$ cat config.mk
export PLATFORM = sky130hd
export DESIGN_NAME = rapids_fetch_flat
export DESIGN_NICKNAME = d
export VERILOG_FILES = /design/src/rtl/rapids_fetch_if.sv /design/src/rtl/rapids_fetch.sv /design/src/flat_wrapper.sv
export SDC_FILE = /design/constraint.sdc
export NUM_CORES = 1
export LEC_CHECK = 0
export CORE_AREA = 2 2 185 187
export CTS_CLUSTER_DIAMETER = 200
export DETAILED_ROUTE_END_ITERATION = 6
export DIE_AREA = 0 0 187 189
export DONT_BUFFER_PORTS = 1
export PLACE_DENSITY = 0.61
export SLEW_MARGIN = 10
export SYNTH_ARGS = -nofsm -noshare
export SYNTH_HDL_FRONTEND = slang
export SYNTH_SLANG_ARGS = --single-unit
$ cat constraint.sdc
create_clock -name clk -period 6.5 [get_ports clk]
set_clock_uncertainty 0.2 [all_clocks]
set_input_delay 1.3 -clock clk [delete_from_list [all_inputs] [get_ports clk]]
set_output_delay 1.3 -clock clk [all_outputs]
set_load 0.01 [all_outputs]
$ cat src/rtl/rapids_fetch_if.sv
`default_nettype none
// ============================================================================
// Module      : rapids_fetch_if
// Description : Handshake bundle between the rapids fetch front-end, the
//               instruction memory and the controlpath issue port.
// Revision    : 1.0 - initial release
// ============================================================================
interface rapids_fetch_if #(
    parameter int IW = 32,
    parameter int AW = 32
) ();

    // Instruction memory request/response channel
    logic          imem_req_valid;
    logic          imem_req_ready;
    logic [AW-1:0] imem_addr;
    logic          imem_rsp_valid;
    logic [IW-1:0] imem_rsp_data;

    // Issue channel towards the controlpath
    logic          instr_valid;
    logic          instr_ready;
    logic [IW-1:0] instr_data;
    logic [AW-1:0] instr_pc;

    // Fetch unit side
    modport master (
        output imem_req_valid,
        input  imem_req_ready,
        output imem_addr,
        input  imem_rsp_valid,
        input  imem_rsp_data,
        output instr_valid,
        input  instr_ready,
        output instr_data,
        output instr_pc
    );

    // Memory / controlpath side
    modport slave (
        input  imem_req_valid,
        output imem_req_ready,
        input  imem_addr,
        output imem_rsp_valid,
        output imem_rsp_data,
        input  instr_valid,
        output instr_ready,
        input  instr_data,
        input  instr_pc
    );

endinterface
`default_nettype wire

$ cat src/rtl/rapids_fetch.sv
`default_nettype none
// ============================================================================
// Module      : rapids_fetch
// Description : Instruction fetch/issue front-end. Issues in-order fetch
//               requests under a credit limit, buffers responses in a
//               DEPTH-entry FIFO tagged with their PC, and presents them to
//               the controlpath. A redirect flushes the buffer and discards
//               every response still in flight.
// Revision    : 1.0 - initial release
// ============================================================================
module rapids_fetch #(
    parameter int             IW       = 32,
    parameter int             AW       = 32,
    parameter int             DEPTH    = 4,
    parameter int             PC_STEP  = 4,
    parameter logic [AW-1:0]  RESET_PC = '0
) (
    input  wire logic                     clk,
    input  wire logic                     rst_n,
    rapids_fetch_if.master                bus,
    input  wire logic                     redirect_valid,
    input  wire logic [AW-1:0]            redirect_pc,
    output logic      [$clog2(DEPTH):0]   occupancy,
    output logic      [31:0]              issued_count
);

    localparam int c_PTR_W = $clog2(DEPTH);
    localparam int c_CNT_W = c_PTR_W + 1;
    localparam int c_SUM_W = c_CNT_W + 1;

    localparam logic [c_SUM_W-1:0] c_DEPTH_SUM = c_SUM_W'(DEPTH);
    localparam logic [AW-1:0]      c_PC_STEP   = AW'(PC_STEP);

    // Buffer storage: instruction word and the PC it was fetched from
    logic [IW-1:0]        r_data_mem [DEPTH];
    logic [AW-1:0]        r_pc_mem   [DEPTH];

    logic [c_PTR_W-1:0]   r_wr_ptr;
    logic [c_PTR_W-1:0]   r_rd_ptr;
    logic [c_CNT_W-1:0]   r_count;
    logic [c_CNT_W-1:0]   r_outstanding;
    logic [c_CNT_W-1:0]   r_drop_cnt;
    logic [AW-1:0]        r_fetch_pc;
    logic [AW-1:0]        r_rsp_pc;
    logic [31:0]          r_issued_count;

    logic [c_SUM_W-1:0]   w_credit_sum;
    logic                 w_req_valid;
    logic                 w_req_fire;
    logic                 w_rsp_accept;
    logic                 w_rsp_drop;
    logic                 w_push;
    logic                 w_empty;
    logic                 w_instr_valid;
    logic                 w_pop;

    // Buffered plus in-flight entries never exceed DEPTH, so every response
    // that returns is guaranteed a free slot.
    assign w_credit_sum  = {1'b0, r_count} + {1'b0, r_outstanding};
    assign w_req_valid   = (w_credit_sum < c_DEPTH_SUM) && !redirect_valid && rst_n;
    assign w_req_fire    = w_req_valid && bus.imem_req_ready;

    // A response with nothing outstanding is a protocol violation; ignore it
    // so the counters cannot underflow.
    assign w_rsp_accept  = bus.imem_rsp_valid && (r_outstanding != '0);
    assign w_rsp_drop    = w_rsp_accept && (redirect_valid || (r_drop_cnt != '0));
    assign w_push        = w_rsp_accept && !w_rsp_drop;

    assign w_empty       = (r_count == '0);
    assign w_instr_valid = !w_empty && !redirect_valid;
    assign w_pop         = w_instr_valid && bus.instr_ready;

    assign bus.imem_req_valid = w_req_valid;
    assign bus.imem_addr      = r_fetch_pc;
    assign bus.instr_valid    = w_instr_valid;
    assign bus.instr_data     = w_empty ? '0 : r_data_mem[r_rd_ptr];
    assign bus.instr_pc       = w_empty ? '0 : r_pc_mem[r_rd_ptr];
    assign occupancy          = r_count;
    assign issued_count       = r_issued_count;

    // Fetch address: jumps on redirect, otherwise advances per accepted request
    always_ff @(posedge clk or negedge rst_n) begin
        if (!rst_n) begin
            r_fetch_pc <= RESET_PC;
        end else if (redirect_valid) begin
            r_fetch_pc <= redirect_pc;
        end else if (w_req_fire) begin
            r_fetch_pc <= r_fetch_pc + c_PC_STEP;
        end
    end

    // PC tag for the next kept response; tracks fetch_pc in request order
    always_ff @(posedge clk or negedge rst_n) begin
        if (!rst_n) begin
            r_rsp_pc <= RESET_PC;
        end else if (redirect_valid) begin
            r_rsp_pc <= redirect_pc;
        end else if (w_push) begin
            r_rsp_pc <= r_rsp_pc + c_PC_STEP;
        end
    end

    // In-flight accounting; on redirect everything still in flight becomes
    // a response to discard (this already covers any earlier drop count).
    always_ff @(posedge clk or negedge rst_n) begin
        if (!rst_n) begin
            r_outstanding <= '0;
            r_drop_cnt    <= '0;
        end else if (redirect_valid) begin
            r_outstanding <= r_outstanding - c_CNT_W'(w_rsp_accept);
            r_drop_cnt    <= r_outstanding - c_CNT_W'(w_rsp_accept);
        end else begin
            r_outstanding <= r_outstanding + c_CNT_W'(w_req_fire) - c_CNT_W'(w_rsp_accept);
            if (w_rsp_accept && (r_drop_cnt != '0)) begin
                r_drop_cnt <= r_drop_cnt - 1'b1;
            end
        end
    end

    // FIFO pointers and occupancy; pointers wrap since DEPTH is a power of two
    always_ff @(posedge clk or negedge rst_n) begin
        if (!rst_n) begin
            r_wr_ptr <= '0;
            r_rd_ptr <= '0;
            r_count  <= '0;
        end else if (redirect_valid) begin
            r_wr_ptr <= '0;
            r_rd_ptr <= '0;
            r_count  <= '0;
        end else begin
            if (w_push) begin
                r_wr_ptr <= r_wr_ptr + 1'b1;
            end
            if (w_pop) begin
                r_rd_ptr <= r_rd_ptr + 1'b1;
            end
            r_count <= r_count + c_CNT_W'(w_push) - c_CNT_W'(w_pop);
        end
    end

    // Buffer write; contents need no reset because reads are gated by count
    always_ff @(posedge clk) begin
        if (w_push) begin
            r_data_mem[r_wr_ptr] <= bus.imem_rsp_data;
            r_pc_mem[r_wr_ptr]   <= r_rsp_pc;
        end
    end

    // Free-running count of instructions handed to the controlpath
    always_ff @(posedge clk or negedge rst_n) begin
        if (!rst_n) begin
            r_issued_count <= '0;
        end else if (w_pop) begin
            r_issued_count <= r_issued_count + 32'd1;
        end
    end

endmodule
`default_nettype wire

$ cat src/flat_wrapper.sv
// flat-port wrapper written by rule: the top's interface ports become plain ports
module rapids_fetch_flat 
#(
    parameter int             IW       = 32,
    parameter int             AW       = 32,
    parameter int             DEPTH    = 4,
    parameter int             PC_STEP  = 4,
    parameter logic [AW-1:0]  RESET_PC = '0
)
  (clk, rst_n, redirect_valid, redirect_pc, occupancy, issued_count, bus_imem_req_valid, bus_imem_req_ready, bus_imem_addr, bus_imem_rsp_valid, bus_imem_rsp_data, bus_instr_valid, bus_instr_ready, bus_instr_data, bus_instr_pc);
  rapids_fetch_if #(.IW(IW), .AW(AW)) bus_i ();
  input  wire logic clk;
  input  wire logic rst_n;
  input  wire logic redirect_valid;
  input  wire logic [AW-1:0] redirect_pc;
  output logic      [$clog2(DEPTH):0] occupancy;
  output logic      [31:0] issued_count;
  output wire logic [$bits(bus_i.imem_req_valid)-1:0] bus_imem_req_valid;
  input wire logic [$bits(bus_i.imem_req_ready)-1:0] bus_imem_req_ready;
  output wire logic [$bits(bus_i.imem_addr)-1:0] bus_imem_addr;
  input wire logic [$bits(bus_i.imem_rsp_valid)-1:0] bus_imem_rsp_valid;
  input wire logic [$bits(bus_i.imem_rsp_data)-1:0] bus_imem_rsp_data;
  output wire logic [$bits(bus_i.instr_valid)-1:0] bus_instr_valid;
  input wire logic [$bits(bus_i.instr_ready)-1:0] bus_instr_ready;
  output wire logic [$bits(bus_i.instr_data)-1:0] bus_instr_data;
  output wire logic [$bits(bus_i.instr_pc)-1:0] bus_instr_pc;
  assign bus_imem_req_valid = bus_i.imem_req_valid;
  assign bus_i.imem_req_ready = bus_imem_req_ready;
  assign bus_imem_addr = bus_i.imem_addr;
  assign bus_i.imem_rsp_valid = bus_imem_rsp_valid;
  assign bus_i.imem_rsp_data = bus_imem_rsp_data;
  assign bus_instr_valid = bus_i.instr_valid;
  assign bus_i.instr_ready = bus_instr_ready;
  assign bus_instr_data = bus_i.instr_data;
  assign bus_instr_pc = bus_i.instr_pc;
  rapids_fetch #(.IW(IW), .AW(AW), .DEPTH(DEPTH), .PC_STEP(PC_STEP), .RESET_PC(RESET_PC)) u_core (.clk(clk), .rst_n(rst_n), .bus(bus_i), .redirect_valid(redirect_valid), .redirect_pc(redirect_pc), .occupancy(occupancy), .issued_count(issued_count));
endmodule
; ---- Word level (Yosys, flattened, before mapping)
; Memories as Yosys holds them, arrays and structs flattened.
; Cells that the tools add are included.
[classes]
n_eq_ne = 0
bitwise = 0
n_mul = 0
muxes = 16
reduce_logical = 20
magnitude_cmp = 1
n_div = 0
n_shift = 0
addsub = 12
[ops]
columns = cell, count
row1 = $mux W32, 6
row2 = $add A32 B3 Y32 const B, 2
row3 = $add A32 B1 Y32 const B, 1
row4 = $mux W3, 4
row5 = $logic_and A1 B1 Y1, 9
row6 = $sub A3 B1 Y3, 3
row7 = $mux W2, 4
row8 = $reduce_bool A2 Y1, 4
row9 = $add A3 B1 Y3, 2
row10 = $reduce_bool A3 Y1, 2
row11 = $add A2 B1 Y2 const B, 2
row12 = $add A3 B3 Y4, 1
row13 = $lt A4 B3 Y1 const B, 1
row14 = $logic_not A1 Y1, 3
row15 = $logic_not A3 Y1, 1
row16 = $sub A3 B1 Y3 const B, 1
row17 = $mux W1, 2
row18 = $logic_or A1 B1 Y1, 1
[word_totals]
romBits = 0
ram_bits = 256
input_bits = 70
latch_bits = 0
out_inout_bits = 133
memories = 2
reg_bits = 109
wordCells = 59
[mem_list]
columns = memory, words, width, read_ports, rd_ports_with_merged_regs, write_ports, line
row1 = u_core.r_data_mem, 4, 32, 1, 0, 1, rapids_fetch.sv:35  ; logic [IW-1:0] r_data_mem [DEPTH];
row2 = u_core.r_pc_mem, 4, 32, 1, 0, 1, rapids_fetch.sv:36  ; logic [AW-1:0] r_pc_mem [DEPTH];

; ---- Depth between registers and ports, before layout
[depth]
word_depth = 8
ltp_mapped = 10
ltp_nobuf = 10

; ---- Least setup slack after synthesis
; OpenSTA, ideal clock, no wires.
[synth_timing]
kind = input -> register
start = input port bus_imem_rsp_valid
end = memory u_core.r_data_mem[0][0], enable pin
path_stages = 5
setup_slack_ns = 2.249
setup_time_ns = 0.429
required_ns = 5.871
arrival_ns = 3.622
n_path_buf = 2
cell_sequence = o31a_1 > buf_2 > and2_1 > clkbuf_1 > and3_1
[synth_between]
elab_chain_cells = 6
[synth_rtl]
columns = element, line
row1 = from (decl), flat_wrapper.sv:21  ; input wire logic [$bits(bus_i.imem_rsp_valid)-1:0] bus_imem_rsp_valid;
row2 = $logic_and A1 B1 Y1 *, rapids_fetch.sv:65  ; assign w_rsp_accept = bus.imem_rsp_valid && (r_outstanding != '0);
row3 = $logic_and A1 B1 Y1, rapids_fetch.sv:66  ; assign w_rsp_drop = w_rsp_accept && (redirect_valid || (r_drop_cnt != '0));
row4 = $logic_not A1 Y1, rapids_fetch.sv:67  ; assign w_push = w_rsp_accept && !w_rsp_drop;
row5 = $logic_and A1 B1 Y1 *, rapids_fetch.sv:67
row6 = $mux W1 *, rapids_fetch.sv:143  ; if (w_push) begin
row7 = $mux W1 (not written as such) *, rapids_fetch.sv:144  ; r_data_mem[r_wr_ptr] <= bus.imem_rsp_data;
row8 = to (decl), rapids_fetch.sv:35
; Mark *: on every way between the ends. The rest lies on a longest branch, timed or not.

; ---- Worst setup path in the final report
[layout_timing]
start = register u_core.r_rd_ptr[0]
end = output port bus_instr_data[15]
[layout_between]
elab_chain_cells = 2
[layout_rtl]
columns = element, line
row1 = from (decl), rapids_fetch.sv:39  ; logic [c_PTR_W-1:0] r_rd_ptr;
row2 = from (signal assigned), rapids_fetch.sv:135  ; r_rd_ptr <= r_rd_ptr + 1'b1;
row3 = $mem_v2 Z4 W32, -
row4 = $mux W32, rapids_fetch.sv:76  ; assign bus.instr_data = w_empty ? '0 : r_data_mem[r_rd_ptr];
row5 = to (decl), flat_wrapper.sv:25  ; output wire logic [$bits(bus_i.instr_data)-1:0] bus_instr_data;
; Every way passes these cells.

==> flow_metrics.tcl <==
set metrics [dict create \
    p_leak_nw 5.98 \
    ctsResizeCount 0 \
    seqPwrFrac_pct 46.6 \
    die_w_um 187 \
    clockRootBuffer "clkbuf_16" \
    dp_hpwl_um 20700 \
    cts_buffers 39 \
    critical_path_buf_inv_count 1 \
    vias_per_cell 5.64 \
    critPathArrivalTime_ns 2.92 \
    fp.dieArea_um2 35300 \
    fp.dieH_um 189 \
    clk_pin_slew_ns 0.06 \
    n_fill_cell 2831 \
    ios 203 \
    fmax_ghz 0.226 \
    fin_setup_tns_ns 0 \
    vias 8425 \
    cpMaxStageDelayCell "dfrtp_4" \
    combPwrFrac_pct 17.1 \
    grt_start_max_net_pins 111 \
    hold_path_class "primary input to asynchronous set/reset pin" \
    synth_top_area_cell "edfxtp_1" \
    cts_tree "done" \
    cts_setup_buffers 0 \
    cap_violations 0 \
    worstSetupPathType "flop to primary output" \
    ys_top_cells_by_area "edfxtp_1 50%, dfrtp_1 18%, mux4_2 9.3%" \
    slew_headroom_pct 28.4 \
    drv_slew 0 \
    synth_top_area_share_pct 49.6 \
    cp_top_family "flip-flops" \
    cp_max_fo 41 \
    final_core_util_pct 51.8 \
    dr.pass1.iters 5 \
    internal_power_mw 4.47 \
    syn_nets 1101 \
    rows 67 \
    clockBufferDepth 3 \
    drc_errors 0 \
    status "complete, no violations" \
    p_per_area_nw_per_um2 358 \
    diodes 0 \
    cp.required_ns 5.00 \
    cts-htree-levels 2 \
    syn-cell-area_um2 15500 \
    synth_warnings 0 \
    path_cells "buf_4, mux4_2, and2_1" \
    crit_path_max_incr_delay_ns 0.99 \
    rsz0062_at_grt "false" \
    fin_ws_ns 2.08 \
    stdcell_count 1493 \
    preCtsSetupSlack_ns 2.09 \
    yosysUniqueCellTypes 45 \
    start_kind "flop" \
    clkPwrFrac_pct 36.3 \
    hold_slack_ns 0.268 \
    routed_wl_um 32400 \
    wl_per_cell_um 21.7 \
    coreArea_um2 33300 \
    antenna_found_initial 0 \
    final_antenna_net_count 0 \
    synth-seq-cells 365 \
    grt_usage_pct 18.4 \
    finalSetupViolations 0 \
    avgSynthCellArea_um2 15.3 \
    synth_commonest_cells "256 x edfxtp_1, 109 x dfrtp_1, 72 x and2_1" \
    drtIter0Drc 628 \
    grt_pass1_wl_um 50200 \
    ir_worst_vdd_mv 0.210 \
    initial_core_util_pct 46.5 \
    io_buffers 0 \
    tightest_slew_ns 1.07 \
    crit_path_end_kind "primary output" \
    drive_above_1_share_pct 15.1 \
    yosysSeqAreaShare_pct 67.2 \
    gp_congestion 0.840 \
    fin_crit_sh_pct 68.0 \
    area_growth_pct 11.3 \
    p_sw_share_pct 27.5 \
    cts_sinks 365 \
    insertion_delay_ns 0.53 \
    synth_flop_cell "edfxtp_1" \
    min_period_ns 4.42 \
    netlist_instances 1012 \
    cts_hold_buf 0 \
    placed_cells 1423 \
    hold_violations 0 \
    p_sw_mw 1.70 \
    grt_pass1_vias 8545 \
    async_reset_ff_share_pct 29.9 \
    fin_nets 1105 \
    grt_overflow 0 \
    yosysMostFrequentCell "edfxtp_1" \
    synth_edf_count 256 \
]
final cells by class:
cell class,count,area (µm²),share of cell area (%)
sequential,365,10400,60.4
multi-input combinational,573,4790,27.8
clock buffer,50,1040,6.02
tap,448,561,3.25
clock inverter,20,256,1.49
inverter,28,105,0.610
timing repair buffer,9,67.6,0.392
per-stage QoR:
stage / total power, mW / instance area, µm²
CTS: 6.25 / 17200
floorplan: 3.72 / 15500
finish: 6.17 / 17200
global placement: 3.99 / 15900
global route: 6.47 / 17200
detailed placement: 4.00 / 15900
worst reg2reg max path: stages, from the launching register on:
cell	delay [ns]
dfrtp_1	0.39
inv_1	0.08
ha_1	0.16
nor2b_1	0.29
and2_1	0.49
and3_2	0.85
buf_4	0.60
sequential cells by signal, summed over array words and instances (netlist names), 3 cells and up:
name	flops
u_core.r_pc_mem	128
u_core.r_rsp_pc	32
u_core.r_outstanding	3
u_core.bus.imem_addr	32
u_core.r_drop_cnt	3
u_core.r_data_mem	128
u_core.issued_count	32
u_core.occupancy	3
power by group through the flow:
stage | registers (mW) | logic (mW) | clock network (mW)
floorplan | 2.80 | 0.924 | 0
detailed placement | 2.93 | 1.08 | 0
finish | 2.87 | 1.05 | 2.24
global route | 2.91 | 1.17 | 2.38
CTS | 2.88 | 1.08 | 2.29
global placement | 2.92 | 1.07 | 0
cells in the final DEF (no fill, tap or decap), drive strengths merged, types with 2 or more instances in the layout:
cell type and count:
nand4 26, or2 2, nor3 19, ha 17, o211ai 10, clkinv 14, o311ai 6, mux4 64
a31oi 4, bufinv 6, nand2 67, nor2b 4, buf 9, clkbuf 50, and4 10, xor2 32
and2 72, and3 22, a22oi 2, edfxtp 256, nor2 30, nand3 37, o21ai 27, a21oi 16
fa 2, nor4 16, or3 4, xnor2 48, dfrtp 109, mux2 19, nand3b 4, or4 4
inv 28
path summary, 6_finish.rpt:
path / start / end / slack (ns) / cells past startpoint
worst max-delay path: u_core.r_rd_ptr[0] / bus_instr_data[15] / 2.08 / 3
worst min-delay path: rst_n / u_core.issued_count[27] / 0.27 / 0
worst max register to register: u_core.r_drop_cnt[0] / u_core.r_data_mem[0][13] / 3.04 / 6
worst min register to register: u_core.issued_count[31] / u_core.issued_count[31] / 0.34 / 1
max in group asynchronous: rst_n / u_core.r_rsp_pc[6] / 5.65 / 0
min in group clk: u_core.issued_count[31] / u_core.issued_count[31] / 0.34 / 1
kinds of logic after synthesis:
kind of cell | Yosys count | share of synthesized area [%]
compound gates | 70 | 2.75
flops | 365 | 67.2
mux | 83 | 10.7
fa+ha+maj | 19 | 1.63
xor+xnor | 80 | 4.52
buf+inv | 74 | 1.87
simple gates | 321 | 11.3
per-layer routing:
metal	GRT usage, %	vias to the layer above	part of all wire [%]
li1	-	3833	-
met1	26.5	4285	45
met2	27.7	265	45
met3	5.02	42	7.7
met4	4.73	0	1.7
met5	0	-	0
(Power assumes the default switching activity.)
==> variant: new RTL, config.mk and constraints unchanged <==
`IW` is set to 32 in 3 places; all go to 48.
--- a/src/rtl/rapids_fetch_if.sv
+++ b/src/rtl/rapids_fetch_if.sv
@@ -7,5 +7,5 @@
 // ============================================================================
 interface rapids_fetch_if #(
-    parameter int IW = 32,
+    parameter int IW = 48,
     parameter int AW = 32
 ) ();
--- a/src/rtl/rapids_fetch.sv
+++ b/src/rtl/rapids_fetch.sv
@@ -10,5 +10,5 @@
 // ============================================================================
 module rapids_fetch #(
-    parameter int             IW       = 32,
+    parameter int             IW       = 48,
     parameter int             AW       = 32,
     parameter int             DEPTH    = 4,
--- a/src/flat_wrapper.sv
+++ b/src/flat_wrapper.sv
@@ -2,5 +2,5 @@
 module rapids_fetch_flat 
 #(
-    parameter int             IW       = 32,
+    parameter int             IW       = 48,
     parameter int             AW       = 32,
     parameter int             DEPTH    = 4,
Interface: changed (resized bus_imem_rsp_data and bus_instr_data); port bits go from 203 to 235. No check against the original RTL was run, so the function may have changed too.
==> variant against the unedited design <==
Worst setup slack better by 0.073 ns. Non-clock buffer count is 1 higher. Wire length up 14%. Clock power is 13% higher. Design area increased by 15%. Utilization is 7.7 points higher. Register-to-register slack worse by 0.44 ns. Power grew 14%. Area after synthesis rose by 15%. Sequential cell count grew 64. Synthesized cell count rose by 10%. Via count increased by 12%. Largest power group unchanged.
==> variant: results <==
export IMPL_track_usage=0.215
export IMPL_comb_power_share=0.163
export IMPL_synth_fa_ha_area_frac=0.0141
export IMPL_buffers=10
export IMPL_wl_met1_um=16500
export IMPL_synth_edf_count=320
export IMPL_synth_xor_area_share=0.0372
export IMPL_seqAreaFraction=0.623
export IMPL_clock_area_frac=0.0734
export IMPL_synth_area_leaders="edfxtp_1 54%, dfrtp_1 15%, mux4_2 10%, and2_1 3.3%, xor2_1 1.9%"
export IMPL_place_detailed_hpwl_um=22700
export IMPL_seq_area_um2=12300
export IMPL_synth_common_cells="320 x edfxtp_1, 109 x dfrtp_1, 93 x and2_1"
export IMPL_rr_endpoint="u_core.bus.imem_addr[28]$_DFFE_PN0P_"
export IMPL_htree_levels=2
export IMPL_seq_area_frac_synth=0.690
export IMPL_clock_buffers=53
export IMPL_preCtsSetupSlack_ns=2.20
export IMPL_reg2reg_slack_ns=2.60
export IMPL_drt_wl_total_um=37100
export IMPL_n_fill_cell=2556
export IMPL_powerDensity_nw_per_um2=354
export IMPL_grt_pass1_wl_um=58700
export IMPL_fin_hold_ws_ns=0.264
export IMPL_maxSlewHeadroom=0.320
export IMPL_synth_compound_area_frac=0.0258
export IMPL_gp_congestion=0.855
export IMPL_synth_cell_types=55
export IMPL_first_pass_iters=5
export IMPL_internal_power_w=0.00512
export IMPL_grt_use_met1=0.300
export IMPL_p_leak_nw=6.79
export IMPL_use_met2=0.334
export IMPL_reg_top3="u_core.r_data_mem (192), u_core.r_pc_mem (128)"
export IMPL_path_max_fanout=45
export IMPL_place_area_um2=18400
export IMPL_yosys_mux_area_fraction=0.108
export IMPL_inverters=23
export IMPL_synthArstFlopShare=0.254
export IMPL_diodes=0
export IMPL_numCtsBuffers=44
export IMPL_r2r_start="u_core.occupancy[2]$_DFF_PN0_"
export IMPL_via_count=9395
export IMPL_final_cells=1604
export IMPL_route_met2_wl_um=16900
export IMPL_area_share_nonclk_buffers=0.00442
export IMPL_drive_above_1_share=0.161
export IMPL_use_met3=0.0651
export IMPL_multi_input_cells=614
export IMPL_drtIter0Drc=703
export IMPL_syn_num_nets=1219
export IMPL_crit_path_max_incr_delay_ns=1.03
export IMPL_multi_input_area_share=0.267
export IMPL_status="finished, final reports clean"
export IMPL_dp_cells=1524
variant: cell types whose count changed after synthesis, sizes merged, moves of 9 or more:
cell    change
nor4       -10
mux2        -9
nand3      +16
a21oi       -9
xnor2      -11
and3        -9
edfxtp     +64
and2       +22
mux4       +16
variant: worst max path at each step:
stage | to | start | slack, ns | cells after the start
after floorplan | u_core.r_data_mem[0][0]$_DFFE_PP_ | redirect_valid | 1.92 | 4
after global placement | u_core.bus.imem_addr[28]$_DFFE_PN0P_ | rst_n | 2.24 | 6
after detailed placement | u_core.bus.imem_addr[28]$_DFFE_PN0P_ | rst_n | 2.20 | 6
after CTS | bus_instr_pc[12] | u_core.r_rd_ptr[0]$_DFFE_PN0P_ | 2.04 | 3
after global routing | bus_instr_pc[12] | u_core.r_rd_ptr[0]$_DFFE_PN0P_ | 1.92 | 3
final | bus_instr_pc[15] | u_core.r_rd_ptr[0]$_DFFE_PN0P_ | 2.15 | 3
